<file path="src/rtl/seg7_pkg.sv">
// Shared 7-segment definitions for the display encoder and the readback decoder.
// Segments are active-low, bit0=a .. bit6=g.
package seg7_pkg;

  typedef logic [6:0] seg7_t;

  localparam seg7_t SEG7_BLANK = 7'h7F;

  // Indexed by nibble value.
  localparam seg7_t SEG7_TABLE [16] = '{
    7'h40, 7'h79, 7'h24, 7'h30,
    7'h19, 7'h12, 7'h02, 7'h78,
    7'h00, 7'h10, 7'h08, 7'h03,
    7'h46, 7'h21, 7'h06, 7'h0E
  };

  typedef enum logic {
    COLLECT = 1'b0,
    PRESENT = 1'b1
  } cap_state_e;

endpackage

</file>
<file path="src/rtl/seg7_lookup.sv">
// Reverse 7-segment lookup: pattern -> nibble.
// Any pattern missing from the table yields nibble 0 with err set.
module seg7_lookup
  import seg7_pkg::*;
(
  input  seg7_t      seg,
  output logic [3:0] nibble,
  output logic       err
);

  always_comb begin
    nibble = 4'h0;
    err    = 1'b1;
    for (int i = 0; i < 16; i++) begin
      if (seg == SEG7_TABLE[i]) begin
        nibble = 4'(i);
        err    = 1'b0;
      end
    end
  end

endmodule

</file>
<file path="src/rtl/seg7_capture_decoder.sv">
// Captures a multiplexed active-low 7-segment bus, deglitches each digit,
// decodes it and presents the assembled word on a valid/ready handshake.
module seg7_capture_decoder
  import seg7_pkg::*;
#(
  parameter int NDIG          = 4,
  parameter int STABLE_CYCLES = 4
) (
  input  logic              clk,
  input  logic              reset_n,
  input  seg7_t             seg,
  input  logic [NDIG-1:0]   digit_sel,
  output logic [4*NDIG-1:0] out_value,
  output logic [NDIG-1:0]   out_err,
  output logic              out_valid,
  input  logic              out_ready,
  output logic              overrun
);

  localparam int CW = (STABLE_CYCLES > 1) ?
                      $clog2(STABLE_CYCLES) : 1;
  localparam logic [CW-1:0] CMAX = CW'(STABLE_CYCLES - 1);

  logic [NDIG+6:0]   hist_q, hist_d;
  logic [CW-1:0]     cnt_q, cnt_d;
  logic              acc_q, acc_d;
  cap_state_e        state_q, state_d;
  logic [NDIG-1:0]   seen_q, seen_d;
  logic [4*NDIG-1:0] hold_val_q, hold_val_d;
  logic [NDIG-1:0]   hold_err_q, hold_err_d;
  logic [4*NDIG-1:0] out_value_q, out_value_d;
  logic [NDIG-1:0]   out_err_q, out_err_d;
  logic              out_valid_q, out_valid_d;
  logic              overrun_q, overrun_d;

  logic [3:0] dec_nib;
  logic       dec_err;
  logic       onehot;
  logic       stable;
  logic       fire;

  seg7_lookup u_lookup (
    .seg    (seg),
    .nibble (dec_nib),
    .err    (dec_err)
  );

  always_comb begin
    onehot = $onehot(digit_sel);
    stable = onehot && ({digit_sel, seg} == hist_q);
    fire   = stable && (cnt_q == CMAX) && !acc_q;
    hist_d = {digit_sel, seg};
    cnt_d  = '0;
    acc_d  = 1'b0;
    if (stable) begin
      cnt_d = (cnt_q == CMAX) ? cnt_q : cnt_q + 1'b1;
      acc_d = acc_q | fire;
    end
  end

  always_comb begin
    state_d     = state_q;
    seen_d      = seen_q;
    hold_val_d  = hold_val_q;
    hold_err_d  = hold_err_q;
    out_value_d = out_value_q;
    out_err_d   = out_err_q;
    out_valid_d = out_valid_q;
    overrun_d   = overrun_q;
    unique case (state_q)
      COLLECT: begin
        if (fire) begin
          for (int i = 0; i < NDIG; i++) begin
            if (digit_sel[i]) begin
              hold_val_d[4*i +: 4] = dec_nib;
              hold_err_d[i]        = dec_err;
              seen_d[i]            = 1'b1;
            end
          end
          if (&seen_d) begin
            state_d     = PRESENT;
            out_valid_d = 1'b1;
            out_value_d = hold_val_d;
            out_err_d   = hold_err_d;
          end
        end
      end
      PRESENT: begin
        // Nowhere to put a digit while the word waits.
        if (fire) overrun_d = 1'b1;
        if (out_ready) begin
          state_d     = COLLECT;
          out_valid_d = 1'b0;
          seen_d      = '0;
        end
      end
      default: state_d = COLLECT;
    endcase
  end

  always_ff @(posedge clk or negedge reset_n) begin
    if (!reset_n) begin
      hist_q      <= '0;
      cnt_q       <= '0;
      acc_q       <= 1'b0;
      state_q     <= COLLECT;
      seen_q      <= '0;
      hold_val_q  <= '0;
      hold_err_q  <= '0;
      out_value_q <= '0;
      out_err_q   <= '0;
      out_valid_q <= 1'b0;
      overrun_q   <= 1'b0;
    end else begin
      hist_q      <= hist_d;
      cnt_q       <= cnt_d;
      acc_q       <= acc_d;
      state_q     <= state_d;
      seen_q      <= seen_d;
      hold_val_q  <= hold_val_d;
      hold_err_q  <= hold_err_d;
      out_value_q <= out_value_d;
      out_err_q   <= out_err_d;
      out_valid_q <= out_valid_d;
      overrun_q   <= overrun_d;
    end
  end

  assign out_value = out_value_q;
  assign out_err   = out_err_q;
  assign out_valid = out_valid_q;
  assign overrun   = overrun_q;

endmodule

</file>
<file path="config.mk">
export PLATFORM = sky130hd
export DESIGN_NAME = seg7_capture_decoder
export DESIGN_NICKNAME = d
export VERILOG_FILES = /design/src/rtl/seg7_pkg.sv /design/src/rtl/seg7_lookup.sv /design/src/rtl/seg7_capture_decoder.sv
export SDC_FILE = /design/constraint.sdc
export NUM_CORES = 1
export LEC_CHECK = 0
export CORE_MARGIN = 2
export CORE_UTILIZATION = 45
export DETAILED_ROUTE_END_ITERATION = 8
export PLACE_DENSITY = 0.68
export SLEW_MARGIN = 30
export SYNTH_ARGS = -nofsm -noshare
export SYNTH_HDL_FRONTEND = slang
export SYNTH_SLANG_ARGS = --single-unit
</file>
<file path="constraint.sdc">
create_clock -name clk -period 4.6 [get_ports clk]
set_clock_uncertainty 0.05 [all_clocks]
set_input_delay 1.15 -clock clk [delete_from_list [all_inputs] [get_ports clk]]
set_output_delay 1.15 -clock clk [all_outputs]
set_load 0.03 [all_outputs]
</file>
* Word level (Yosys, flattened, before mapping)
Cells that the tools add are included.
** Operators by class
- Eq/ne operators :: 22
- $add $sub $neg :: 4
- Bitwise logic cells :: 2
- Reduce and logical (&&, ||, !) cells :: 11
- Multiplexer cells :: 65
** Operators by type and width (count)
- $mux W4 :: 14
- $mux W1 :: 40
- $eq A7 B7 Y1 const B :: 4
- $eq A7 B5 Y1 const B :: 3
- $eq A7 B6 Y1 const B :: 3
- $eq A7 B2 Y1 const B :: 2
- $eq A7 B4 Y1 const B :: 2
- $mux W3 :: 4
- $eq A11 B11 Y1 :: 1
- $mux W2 :: 4
- $ne A2 B2 Y1 const B :: 4
- $pmux W4 S2 :: 1
- $eq A7 B3 Y1 const B :: 1
- $logic_not A7 Y1 :: 1
- $reduce_and A2 Y1 :: 3
- $reduce_and A6 Y1 :: 1
- $add A1 B1 Y2 :: 2
- $pmux W1 S2 :: 2
- $reduce_and A4 Y1 :: 1
- $add A2 B2 Y3 :: 1
- $eq A3 B1 Y1 const B :: 1
- $logic_and A1 B1 Y1 :: 3
- $reduce_and A3 Y1 :: 1
- $add A2 B1 Y2 const B :: 1
- 4 further kinds :: 4
** Storage, ports and cells
- Input port bits :: 14
- Output and inout port bits :: 22
- Flip-flop bits (word level) :: 61

* Logic depth before layout (Yosys ltp)
Gate-level depths: netlist (run 1).
- Depth after elaboration :: 18
- Depth in mapped cells :: 12
- Mapped depth without buffers :: 10

* Hierarchy
Synthesis (run 1) repeated with hierarchy kept, for this count alone.
** Unflattened totals
- Cells, all modules :: 251
- Area total of the unflattened synthesis :: 3233.1 sq um
** Modules (own cells, without submodules)
- seg7_capture_decoder :: sequential area each 1526.5 sq um, cells each 192, instances 1, area an instance 2791.4 sq um
- seg7_lookup :: sequential area each 0.0 sq um, cells each 59, instances 1, area an instance 441.7 sq um

* Worst setup path before layout (run 1)
OpenSTA, ideal clock, no wires.
- Kind :: input port to flip-flop
- From :: in digit_sel[0]
- To :: reg out_value_q[10] (netlist: out_value[10])
- Stages :: 12
- Arrival time :: 3.791 ns
- Setup slack :: 0.641 ns
- Library setup time :: 0.118 ns
- Path through :: clkbuf_1 -> inv_1 -> fa_1 -> inv_1 -> ha_1 -> ha_1 -> nor3b_1 -> nand4_1 -> nor3_4 -> nand2_2 -> buf_2 -> a21o_1
** On the way
- Longest elaborated chain between the ends :: 7
- Elaborated cells between the ends (all ways) :: 11
** RTL lines
- start: declaration :: line seg7_capture_decoder.sv:12 : input logic [NDIG-1:0] digit_sel,
- $add A1 B1 Y2 (implied by the code) :: line seg7_capture_decoder.sv:49 : onehot = $onehot(digit_sel);
- $add A2 B2 Y3 (implied by the code) :: line seg7_capture_decoder.sv:49
- $eq A3 B1 Y1 :: line seg7_capture_decoder.sv:49
- $logic_and A1 B1 Y1 :: line seg7_capture_decoder.sv:50 : stable = onehot && ({digit_sel, seg} == hist_q);
- $logic_and A1 B1 Y1 (2 in series) :: line seg7_capture_decoder.sv:51 : fire = stable && (cnt_q == CMAX) && !acc_q;
- $reduce_and A6 Y1 (no source line) *
- end signal: assignment :: line seg7_capture_decoder.sv:122 : out_value_q <= out_value_d;
- end: declaration :: line seg7_capture_decoder.sv:31 : logic [4*NDIG-1:0] out_value_q, out_value_d;
Mark *: on every way between the ends. The rest lies on a longest branch, timed or not. The select of a mux whose other input is x is not followed.
A chain may end at the register's enable or synchronous reset.

* Worst setup path in the final report (run 1)
- From :: in digit_sel[0]
- To :: reg out_value_q[12] (netlist: out_value[12])
The elaborated chain is that of the path after synthesis.

==> results summary, run 1 <==
Clock-pin slew was measured on the worst setup and hold paths at 0.07 ns. The fraction of registers with async set or reset after synthesis is 100.0%. The endpoint identified for the worst register-to-register timing path is out_value[5]. By startpoint and endpoint, the worst setup path is classified as in -> reg. The synthesized net count came out at between 300 and 400. The via-per-instance ratio came out at between 5 and 6.

The worst setup path is captured at a flop. The reported net switching power came out at roughly 270 uW. Counting every instance in the synthesized netlist gives slightly below 300. The fraction of layout instances using a drive strength above 1 came out at about a tenth. STA classifies the critical path startpoint as an input port. After detailed routing, the number of remaining DRC violations is 0. Counting along the longest clock path gives a buffer depth of 2. The total congestion overflow after global routing is 0. The mean instance size in the synthesized netlist came out at approximately 11 sq um.

The period utilization is between 80% and 90%. In the final design database the tool counted 348 nets. The number of hold violations in the final report is 0. For this design, the sink count on the clock tree is 61. The share of total power dissipated in sequential elements is 44.6%. The cell count of the worst reg-to-reg path is 7. Before antenna repair, the detailed router went through 4 iterations.

The relative contribution of the clock network to total power is between 40% and 50%. The count of buffers added on input and output ports is 35. The number of antenna cells inserted is 0. The weighted congestion reported at the end of routability-driven placement came out at between 0.8 and 0.9. Buffers inserted during clock tree synthesis total 9. The buffers inserted during post-CTS setup optimization came out at 0.

For the worst setup path, the data arrival time is 4.27 ns. The count of cells along the worst hold path came out at 1. Yosys printed 0 warnings. The number of pins with negative max-slew slack in the final report was 0.

sky130_fd_sc_hd__dfrtp_1 is the most common cell in the netlist. Timing would allow up to 245.9 MHz. Sorting the synthesized cells by area gives the leading types as sky130_fd_sc_hd__dfrtp_1 49%, sky130_fd_sc_hd__mux2i_1 8.0%, sky130_fd_sc_hd__inv_1 3.7%. The run finished with clean final reports.

The worst hold path terminates at out_value[5]. Setup slack on the worst reg-to-reg path comes out at 2.16 ns. After synthesis the netlist holds a flip-flop and latch count of slightly above 60. The final-report setup violation count came out at 0.

Measured on the finished design, the core utilization comes to a little under three fifths. The data required time of the critical path is 4.80 ns. The count of hold-fix buffers inserted at cts is 0. After clock tree synthesis, the repair step resized 0 gates. The CTS tree is built. The die covers between 7000 and 8000 sq um. The leakage power summed over all cells is roughly 2.0 nW. The antenna violation net count after detailed routing is 0. The H-tree depth came out at 3. Net switching is between 20% and 30% of the power. Wires add up to between 6000 and 7000 um.

The routed length per instance came out at ~15 um. The maximum fanout count along the critical path is 16. The tool flagged a number of max-cap violations equal to 0. The area growth from synthesis to layout came out at 21.51%. The boundary pin count is 36. The via count is between 2,000 and 2,500. After synthesis the cells add up to ~3100 sq um. The worst supply voltage drop on vdd is between 100 and 150 uV. After synthesis, the most frequently instantiated cells are 61 x sky130_fd_sc_hd__dfrtp_1, 31 x sky130_fd_sc_hd__inv_1, 25 x sky130_fd_sc_hd__mux2i_1.

The number of enable-type register cells in the synthesized netlist is 0. The share of synthesized area occupied by flip-flops and latches came out at between 40% and 50%. The first global-routing pass estimated between 10,000 and 15,000 um of wire. The internal power came out at about 960 uW. The area of the core came out at approximately 6800 sq um. In the final timing run, aggregate negative setup slack is 0 ns.

Setup repair after global routing left no endpoint under its margin. In the global route stage, overall resource usage came out at about a fifth. The via count of the first global-routing pass is 2,227. The worst register-to-register path begins at cnt_q[0]. The maximum number of pins on one net before global-route repair came out at 37.

The placed wire-length estimate is roughly 4400 um. The startpoint identified for the worst hold timing path is out_value[5]. The slew at the pin closest to its max-slew limit came out at just under 0.8 ns.

The count of routing violations after the opening detailed-route iteration is 98. The netlist uses 59 different library cells. Of the total power, combinational logic draws 8.2%.

The top cell type's share of synthesized area came out at 48.51%. The number of antenna violations at the first check in global routing came to 0. The post-layout minimum cycle time is a little over 4 ns.

The height of the die came out at a little under 90 um. For this design the ratio of total power to cell area is about 320 nW/um^2. The min-delay analysis places its worst path in the category reg -> reg.

The horizontal die dimension came out at between 80 and 90 um. The root buffer cell chosen for the clock tree is sky130_fd_sc_hd__clkbuf_8. The insertion delay to the later sink of the worst-skew pair came out at ~0.34 ns. The effective utilization at floorplan is around 46%.

The number of fill cells is ~600. The relative slew slack came out at 48.09%. The largest total area in the synthesized netlist belongs to sky130_fd_sc_hd__dfrtp_1. The floorplan has 30 rows.

For this run, the leading register cell type out of synthesis is sky130_fd_sc_hd__dfrtp_1.
-- through the flow --
| stage | setup slack (ns) | instance area, sq um | hold WS [ns] | total power, mW | instances |
|---|---|---|---|---|---|
| 2_1_floorplan | 0.6406 | 3147 | 0.4016 | 0.6170 | 294 |
| 3_3_place_gp | 0.2430 | 3583 | 0.4106 | 0.6586 | 415 |
| 3_5_place_dp | 0.1797 | 3583 | 0.4143 | 0.6603 | 415 |
| 4_1_cts | 0.5216 | 3824 | 0.4281 | 1.241 | 431 |
| 5_1_grt | 0.2464 | 3824 | 0.4405 | 1.276 | 431 |
| 6_report | 0.5339 | 3824 | 0.4220 | 1.230 | 431 |
-- layer usage --
layer	part of all wire [%]	vias to the layer above	global-route usage, %
li1	-	1124	-
met1	50	1124	26.87
met4	1.8	0	8.951
met2	46	36	29.48
met3	2.7	10	4.524
met5	0	-	0
-- worst max-delay path: stages --
cell and delay [ns]:
sky130_fd_sc_hd__clkdlybuf4s50_1 0.47, sky130_fd_sc_hd__inv_1 0.06, sky130_fd_sc_hd__fa_1 0.53, sky130_fd_sc_hd__inv_1 0.04, sky130_fd_sc_hd__ha_1 0.17, sky130_fd_sc_hd__ha_1 0.27, sky130_fd_sc_hd__nor3b_1 0.26, sky130_fd_sc_hd__nand4_1 0.23
sky130_fd_sc_hd__nor3_4 0.43, sky130_fd_sc_hd__nand2_2 0.31, sky130_fd_sc_hd__o31ai_1 0.32
-- power by group through the flow --
stage	clock, mW	sequential [mW]	combinational (mW)
detailed placement	0	0.559	0.101
CTS	0.591	0.549	0.102
global placement	0	0.559	0.100
floorplan	0	0.558	0.0587
global route	0.614	0.549	0.114
finish	0.581	0.549	0.100
-- cell families after synthesis --
logic type                 count (synthesis)  share of synthesized area [%]
muxes                                     25                          7.952
AOI/OAI and AO/OA                         57                          14.24
DFF                                       61                          48.51
xor gates and xnor gates                  14                          3.897
buffers and inverters                     49                          6.401
and+or+nand+nor                           84                          17.18
adders and majority gates                  4                          1.829
-- area by class of cell --
cell class,count,area (sq um),area share [%]
sequential,61,1526,39.92
multi-input combinational,184,1419,37.11
timing repair buffer,42,397.9,10.41
clock buffer,12,145.1,3.796
inverter,32,120.1,3.141
tap,96,120.1,3.141
clock inverter,4,95.09,2.487
-- worst max-delay path by stage --
stage | start | to | slack, ns | cells past startpoint
CTS | digit_sel[0] | out_value[12] | 0.52 | 11
detailed placement | digit_sel[0] | out_value[12] | 0.18 | 11
global placement | digit_sel[0] | out_value[0] | 0.24 | 11
finish | digit_sel[0] | out_value[12] | 0.53 | 11
floorplan | digit_sel[0] | out_value[10] | 0.64 | 12
global route | digit_sel[0] | out_value[8] | 0.25 | 11
-- cells in the final DEF, fill, tap and decap left out, drive strengths merged, types with 4 or more instances in the layout --
master	count
nor2	22
and4	4
clkbuf	12
a311oi	5
a21o	12
o21ai	5
xnor2	12
inv	31
clkdlybuf4s50	34
dfrtp	61
mux2i	25
and2	5
a21boi	4
o31ai	4
nand4	10
a211oi	8
nand2	15
nor4	4
buf	8
-- flip-flops by register name (all words and copies together), names as in the netlist --
| name | count |
|---|---|
| hold_err_q | 4 |
| cnt_q | 2 |
| acc_q | 1 |
| state_q | 1 |
| seen_q | 4 |
| overrun | 1 |
| out_value | 16 |
| hold_val_q | 16 |
| hist_q | 11 |
| out_valid | 1 |
| out_err | 4 |
(Power assumes the default switching activity.)
==> run 2, diff against run 1 <==
- CORE_UTILIZATION: 45 -> 55
- PLACE_DENSITY: 0.68 -> 0.8
==> results summary, run 2 (synthesis gave the netlist of run 1 again) <==
The flow ran to the end, and the final reports show no timing, DRC or antenna violations. The via count came to 2,322 (+1.2%). The count of routing violations after the opening detailed-route iteration is 229 (+130%).

The count of standard-cell rows came out at 27 (-10%). The clock slew seen by the registers of the worst setup and hold paths is 0.07 ns (about the same). In the layout the commonest cells are 61 x sky130_fd_sc_hd__dfrtp_1, 34 x sky130_fd_sc_hd__clkdlybuf4s50_1, 31 x sky130_fd_sc_hd__inv_1, 25 x sky130_fd_sc_hd__mux2i_1, 22 x sky130_fd_sc_hd__nor2_1.

The maximum fanout count along the critical path came to 7 (-9). The effective utilization at floorplan is 57.15% (+11 points). The maximum clock insertion buffer count is 2 (unchanged). The critical path is of the in -> reg type.

The wire length after detailed routing is 6870 um (+4.6%). STA classifies the critical path endpoint as a flop. The end-of-flow core utilization came out at 68.19% (+12 points).

The root buffer cell chosen for the clock tree is sky130_fd_sc_hd__clkbuf_8. The H-tree depth came out at 3 (unchanged). The number of antenna violations at the first check in global routing came out at 0 (unchanged). The via count of the first global-routing pass came out at 2,337 (+4.9%). The post-placement setup slack was 0.09451 ns (-0.08521 ns). The worst endpoint data arrival time was 4.35 ns (+0.08 ns). The number of pins with negative max-slew slack in the final report is 0 (unchanged). The post-cts gate resize count came to 0 (unchanged).

The number of hold violations in the final report came to 0 (unchanged). The number of sinks on the clock net is 61 (unchanged). The relative slew slack came out at 54.05% (+6.0 points).

The number of I/O port buffers came out at 35 (unchanged). Setup repair after global routing left no endpoint under its margin. The data required time of the critical path came out at 4.79 ns (about the same).

The final worst slack came out at 0.4466 ns (-0.08728 ns). The period utilization is 90.29% (+1.9 points). The height of the die came out at 79.64 um (-9.1%).

The overall routing resource usage came out at 24.82% (+5.3 points). The worst stage delay on the critical path is 0.54 ns (about the same). The number of detailed-routing iterations run before antenna repair came to 4 (unchanged). The weighted congestion reported at the end of routability-driven placement is 0.8011 (-2.2%).

The cell family with the largest share of critical-path delay is simple AND/OR/NAND/NOR gates. The placed wire-length estimate is 4616 um (+3.8%). The final-report setup violation count is 0 (unchanged). The area growth from synthesis to layout came out at 19.32%.

The insertion delay to the later sink of the worst-skew pair is 0.33 ns (about the same). The routed length per instance is 16.88 um (+11%). The total congestion overflow after global routing came out at 0 (unchanged). The boundary pin count came out at 36 (unchanged).

The cell area power density came out at 301.2 nW/um^2 (-6.4%). The number of antenna cells inserted is 0 (unchanged). The max-capacitance violation count came out at 0 (unchanged).

The maximum number of pins on one net before global-route repair is 38 (+2.7%). The worst supply voltage drop on vdd is 151.5 uV (+17%). The maximum achievable frequency is 240.8 MHz (-2.1%). The slew at the pin closest to its max-slew limit came out at 0.6871 ns (-0.09150 ns).

The horizontal die dimension came out at 79.64 um (-9.1%). The fraction of layout instances using a drive strength above 1 is 10.75% (+0.30 points). The die outline area is 6343 sq um (-17%). The number of buffers added by the clock tree synthesis step came out at 9 (unchanged). The residual DRC count is 0 (unchanged).

The area of the core came out at 5507 sq um (-19%). Walking the worst path, the cells encountered are clkdlybuf4s50_1 > inv_1 > fa_1 > inv_1 > ha_1 > ha_1 > nor3b_1 > nand4_1 > nor3_4 > nand4_2 > mux2i_1. TritonCTS built the clock tree. The element type at the critical path start is an input port. The leakage power summed over all cells is 2.007 nW (-1.0%).

For this design, the slowest cell found on the critical path is sky130_fd_sc_hd__fa_1. The count of hold-fix buffers inserted at cts came to 0 (unchanged). The class of the worst hold path is reg -> reg. The via-per-instance ratio came to 5.705 (+7.2%). The commonest non-fill, non-tap cell in the layout is sky130_fd_sc_hd__dfrtp_1. The total buffers and inverters traversed by the critical path came out at 3 (unchanged).

The final sum of negative setup slack is 0 ns (unchanged). The antenna violation net count after detailed routing is 0 (unchanged). The net total in the final layout is 348 (unchanged).

The global-route wire length before repair is 11,860 um (+4.1%). The post-layout minimum cycle time came to 4.153 ns (+0.08727 ns). The buffers inserted during post-CTS setup optimization is 0 (unchanged).

The total chip power is 1.131 mW (-8.1%).
[run 2: worst register-to-register path, stage by stage (launching register included)]
cell and delay, ns:
sky130_fd_sc_hd__dfrtp_1 0.36, sky130_fd_sc_hd__ha_1 0.24, sky130_fd_sc_hd__nor2b_1 0.47, sky130_fd_sc_hd__and4b_1 0.37
sky130_fd_sc_hd__nand4_2 0.29, sky130_fd_sc_hd__buf_4 0.29, sky130_fd_sc_hd__a211oi_1 0.27, sky130_fd_sc_hd__a21o_1 0.13
[run 2: path summary, 6_finish.rpt]
path	start	to	slack, ns	depth (start not counted)
worst min register to register	out_value[15]	out_value[15]	0.43	1
min in group asynchronous	reset_n	hist_q[8]	0.76	1
worst max register to register	cnt_q[0]	out_value[3]	2.08	7
worst max-delay path	digit_sel[0]	hold_err_q[2]	0.45	11
max in group asynchronous	reset_n	seen_q[2]	2.87	2
worst min-delay path	out_value[15]	out_value[15]	0.43	1
[run 2: cell type report]
| class | count | area (sq um) |
|---|---|---|
| Fill cell | 422 | 1752 |
| Sequential cell | 61 | 1526 |
| Multi-Input combinational cell | 184 | 1419 |
| Timing Repair Buffer | 42 | 397.9 |
| Clock buffer | 11 | 141.4 |
| Inverter | 32 | 120.1 |
| Tap cell | 72 | 90.09 |
| Clock inverter | 5 | 60.06 |
[run 2: per-stage QoR]
stage                     instances  hold WS (ns)  area [sq um]
after floorplan                 294        0.4016          3147
after global placement          391        0.4097          3553
after detailed placement        391        0.4149          3553
after CTS                       407        0.4310          3755
after global routing            407        0.4425          3755
final                           407        0.4267          3755
[run 2: per-layer routing]
metal  wire [um]  vias up  global-route usage [%]
met5           0        -                       0
met4         153        0                   12.24
met3         273       13                   4.186
met2        3319       55                   37.14
met1        3124     1137                   35.03
li1            -     1117                       -
[run 2: where the power goes]
| part | switching (mW) | total, mW | internal, mW |
|---|---|---|---|
| Sequential | 0.00415 | 0.549 | 0.545 |
| Combinational | 0.0629 | 0.101 | 0.0385 |
| Clock | 0.215 | 0.481 | 0.266 |
==> run 3, diff against run 2 <==
- CORE_MARGIN: 2 -> not set
==> results summary, run 3 (synthesis gave the netlist of run 1 again) <==
The flow ran to the end, and the final reports show no timing, DRC or antenna violations. The insertion delay to the later sink of the worst-skew pair is 0.34 ns (about the same). The class of the worst hold path is reg -> reg. The count of standard-cell rows is 27 (unchanged).

The data required time of the critical path is 4.80 ns (about the same). The area growth from synthesis to layout is 18.57%. The residual DRC count was 0 (unchanged).

The number of buffers added by the clock tree synthesis step came to 9 (unchanged). The worst setup path is launched from an input port. The end-of-flow core utilization was 67.76% (-0.43 points).

Leaving out fill and tap cells, the most frequent cell in the layout is sky130_fd_sc_hd__dfrtp_1. The height of the die was 77.64 um (-2.5%). The total congestion overflow after global routing came to 0 (unchanged). The final worst slack was 0.4694 ns (+0.02274 ns).

The number of I/O port buffers is 35 (unchanged). The number of hold violations in the final report is 0 (unchanged). The buffers inserted during post-CTS setup optimization is 0 (unchanged).

TritonCTS built the clock tree. The post-placement cell count came out at 391 (unchanged). The horizontal die dimension was 77.64 um (-2.5%). The worst setup path is of the in -> reg kind. Setup repair after global routing left no endpoint under its margin. The wire length after detailed routing came to 6585 um (-4.1%).

The cell area after placement is 3553 sq um (unchanged). The number of detailed-routing iterations run before antenna repair is 4 (unchanged). The number of fill cells came out at 407 (-3.6%). The post-cts gate resize count is 0 (unchanged).

The worst supply voltage drop on vdd was 180.4 uV (+19%). The weighted congestion reported at the end of routability-driven placement is 0.7927 (-1.0%). The routed length per instance came out at 16.18 um (-4.1%). The tightest hold margin came out at 0.4201 ns (-0.006598 ns). The final sum of negative setup slack is 0 ns (unchanged). The number of antenna violations at the first check in global routing is 0 (unchanged). The slew at the pin closest to its max-slew limit came out at 0.8582 ns (+0.1711 ns). The period utilization is 89.80% (-0.49 points). The area of the core is 5507 sq um (unchanged). The count of hold-fix buffers inserted at cts is 0 (unchanged). The total chip power is 1.073 mW (-5.1%). The element type at the critical path end is a flop.

The worst endpoint data arrival time came out at 4.33 ns (-0.02 ns). The global-route wire length before repair was 11,270 um (-5.0%). The via-per-instance ratio is 5.752 (+0.82%). The H-tree depth came out at 3 (unchanged). The effective utilization at floorplan came out at 57.15% (unchanged). The post-layout minimum cycle time came out at 4.131 ns (-0.02274 ns).

The fraction of layout instances using a drive strength above 1 is 10.75% (unchanged). The number of sinks on the clock net is 61 (unchanged). The number of pins with negative max-slew slack in the final report is 0 (unchanged).

The maximum fanout count along the critical path is 16 (+9). The maximum number of pins on one net before global-route repair came out at 38 (unchanged). The number of antenna cells inserted is 0 (unchanged). The clock root buffer master is sky130_fd_sc_hd__clkbuf_8. The library cells used most frequently in the layout, excluding fill and tap cells, are 61 x sky130_fd_sc_hd__dfrtp_1, 34 x sky130_fd_sc_hd__clkdlybuf4s50_1, 31 x sky130_fd_sc_hd__inv_1, 25 x sky130_fd_sc_hd__mux2i_1, 22 x sky130_fd_sc_hd__nor2_1. The post-placement setup slack is 0.1397 ns (+0.04522 ns). The count of routing violations after the opening detailed-route iteration came out at 130 (-43%).

The via count is 2,341 (+0.82%). The placed wire-length estimate came out at 4469 um (-3.2%). The final-report setup violation count came out at 0 (unchanged).

The clock slew seen by the registers of the worst setup and hold paths came out at 0.07 ns (about the same). The cell area power density came to 287.7 nW/um^2 (-4.5%). The maximum clock insertion buffer count came to 2 (unchanged). The leakage power summed over all cells is 1.989 nW (-0.90%). The net total in the final layout is 348 (unchanged). The final cell count without fillers was 407 (unchanged).

The overall routing resource usage came to 24.73% (-0.092 points). The maximum achievable frequency came out at 242.1 MHz (+0.55%). The boundary pin count is 36 (unchanged). The final cell area excluding filler cells was 3731 sq um (-0.63%).

The die outline area came to 6028 sq um (-5.0%). The relative slew slack came to 42.79% (-11 points). The antenna violation net count after detailed routing came out at 0 (unchanged). The max-capacitance violation count came out at 0 (unchanged). The via count of the first global-routing pass is 2,276 (-2.6%).
==> run 3: cell types whose count changed in the layout (fill, tap and decap cells not counted), sizes merged <==
cell	change
clkinvlp	+2
clkinv	-1
bufinv	-1
==> run 3: power breakdown <==
group / switching (mW) / internal, mW / total, mW
logic: 0.0626 / 0.0384 / 0.101
clock network: 0.214 / 0.210 / 0.424
registers: 0.00411 / 0.545 / 0.549
==> run 3: worst paths after layout <==
path,from,end,slack [ns],cells after the start
min in group asynchronous,reset_n,hist_q[8],0.87,1
max in group asynchronous,reset_n,out_valid,2.78,2
min,overrun,overrun,0.42,1
max,digit_sel[0],out_value[0],0.47,11
max reg2reg,cnt_q[0],out_value[1],2.07,7
min reg2reg,overrun,overrun,0.42,1
==> run 3: area by class of cell <==
class | instances | area [sq um] | area share (%)
tap | 72 | 90.09 | 2.414
multi-input combinational | 184 | 1419 | 38.03
sequential | 61 | 1526 | 40.91
timing repair buffer | 42 | 397.9 | 10.66
inverter | 32 | 120.1 | 3.219
clock buffer | 11 | 141.4 | 3.789
clock inverter | 5 | 36.28 | 0.9725
==> run 3: layer usage <==
metal / up-vias / global-route usage (%) / wire length (um)
met4: 0 / 12.64 / 136
li1: 1117 / - / -
met3: 11 / 3.647 / 299
met1: 1147 / 34.74 / 3020
met2: 66 / 37.35 / 3128
met5: - / 0 / 0
==> run 3: critical path, cell delays in order <==
cell                              delay, ns
sky130_fd_sc_hd__clkdlybuf4s50_1       0.47
sky130_fd_sc_hd__inv_1                 0.06
sky130_fd_sc_hd__fa_1                  0.53
sky130_fd_sc_hd__inv_1                 0.04
sky130_fd_sc_hd__ha_1                  0.17
sky130_fd_sc_hd__ha_1                  0.27
sky130_fd_sc_hd__nor3b_1               0.31
sky130_fd_sc_hd__nand4_1               0.25
sky130_fd_sc_hd__nor3_4                0.44
sky130_fd_sc_hd__nand2_2               0.32
sky130_fd_sc_hd__o31ai_1               0.31
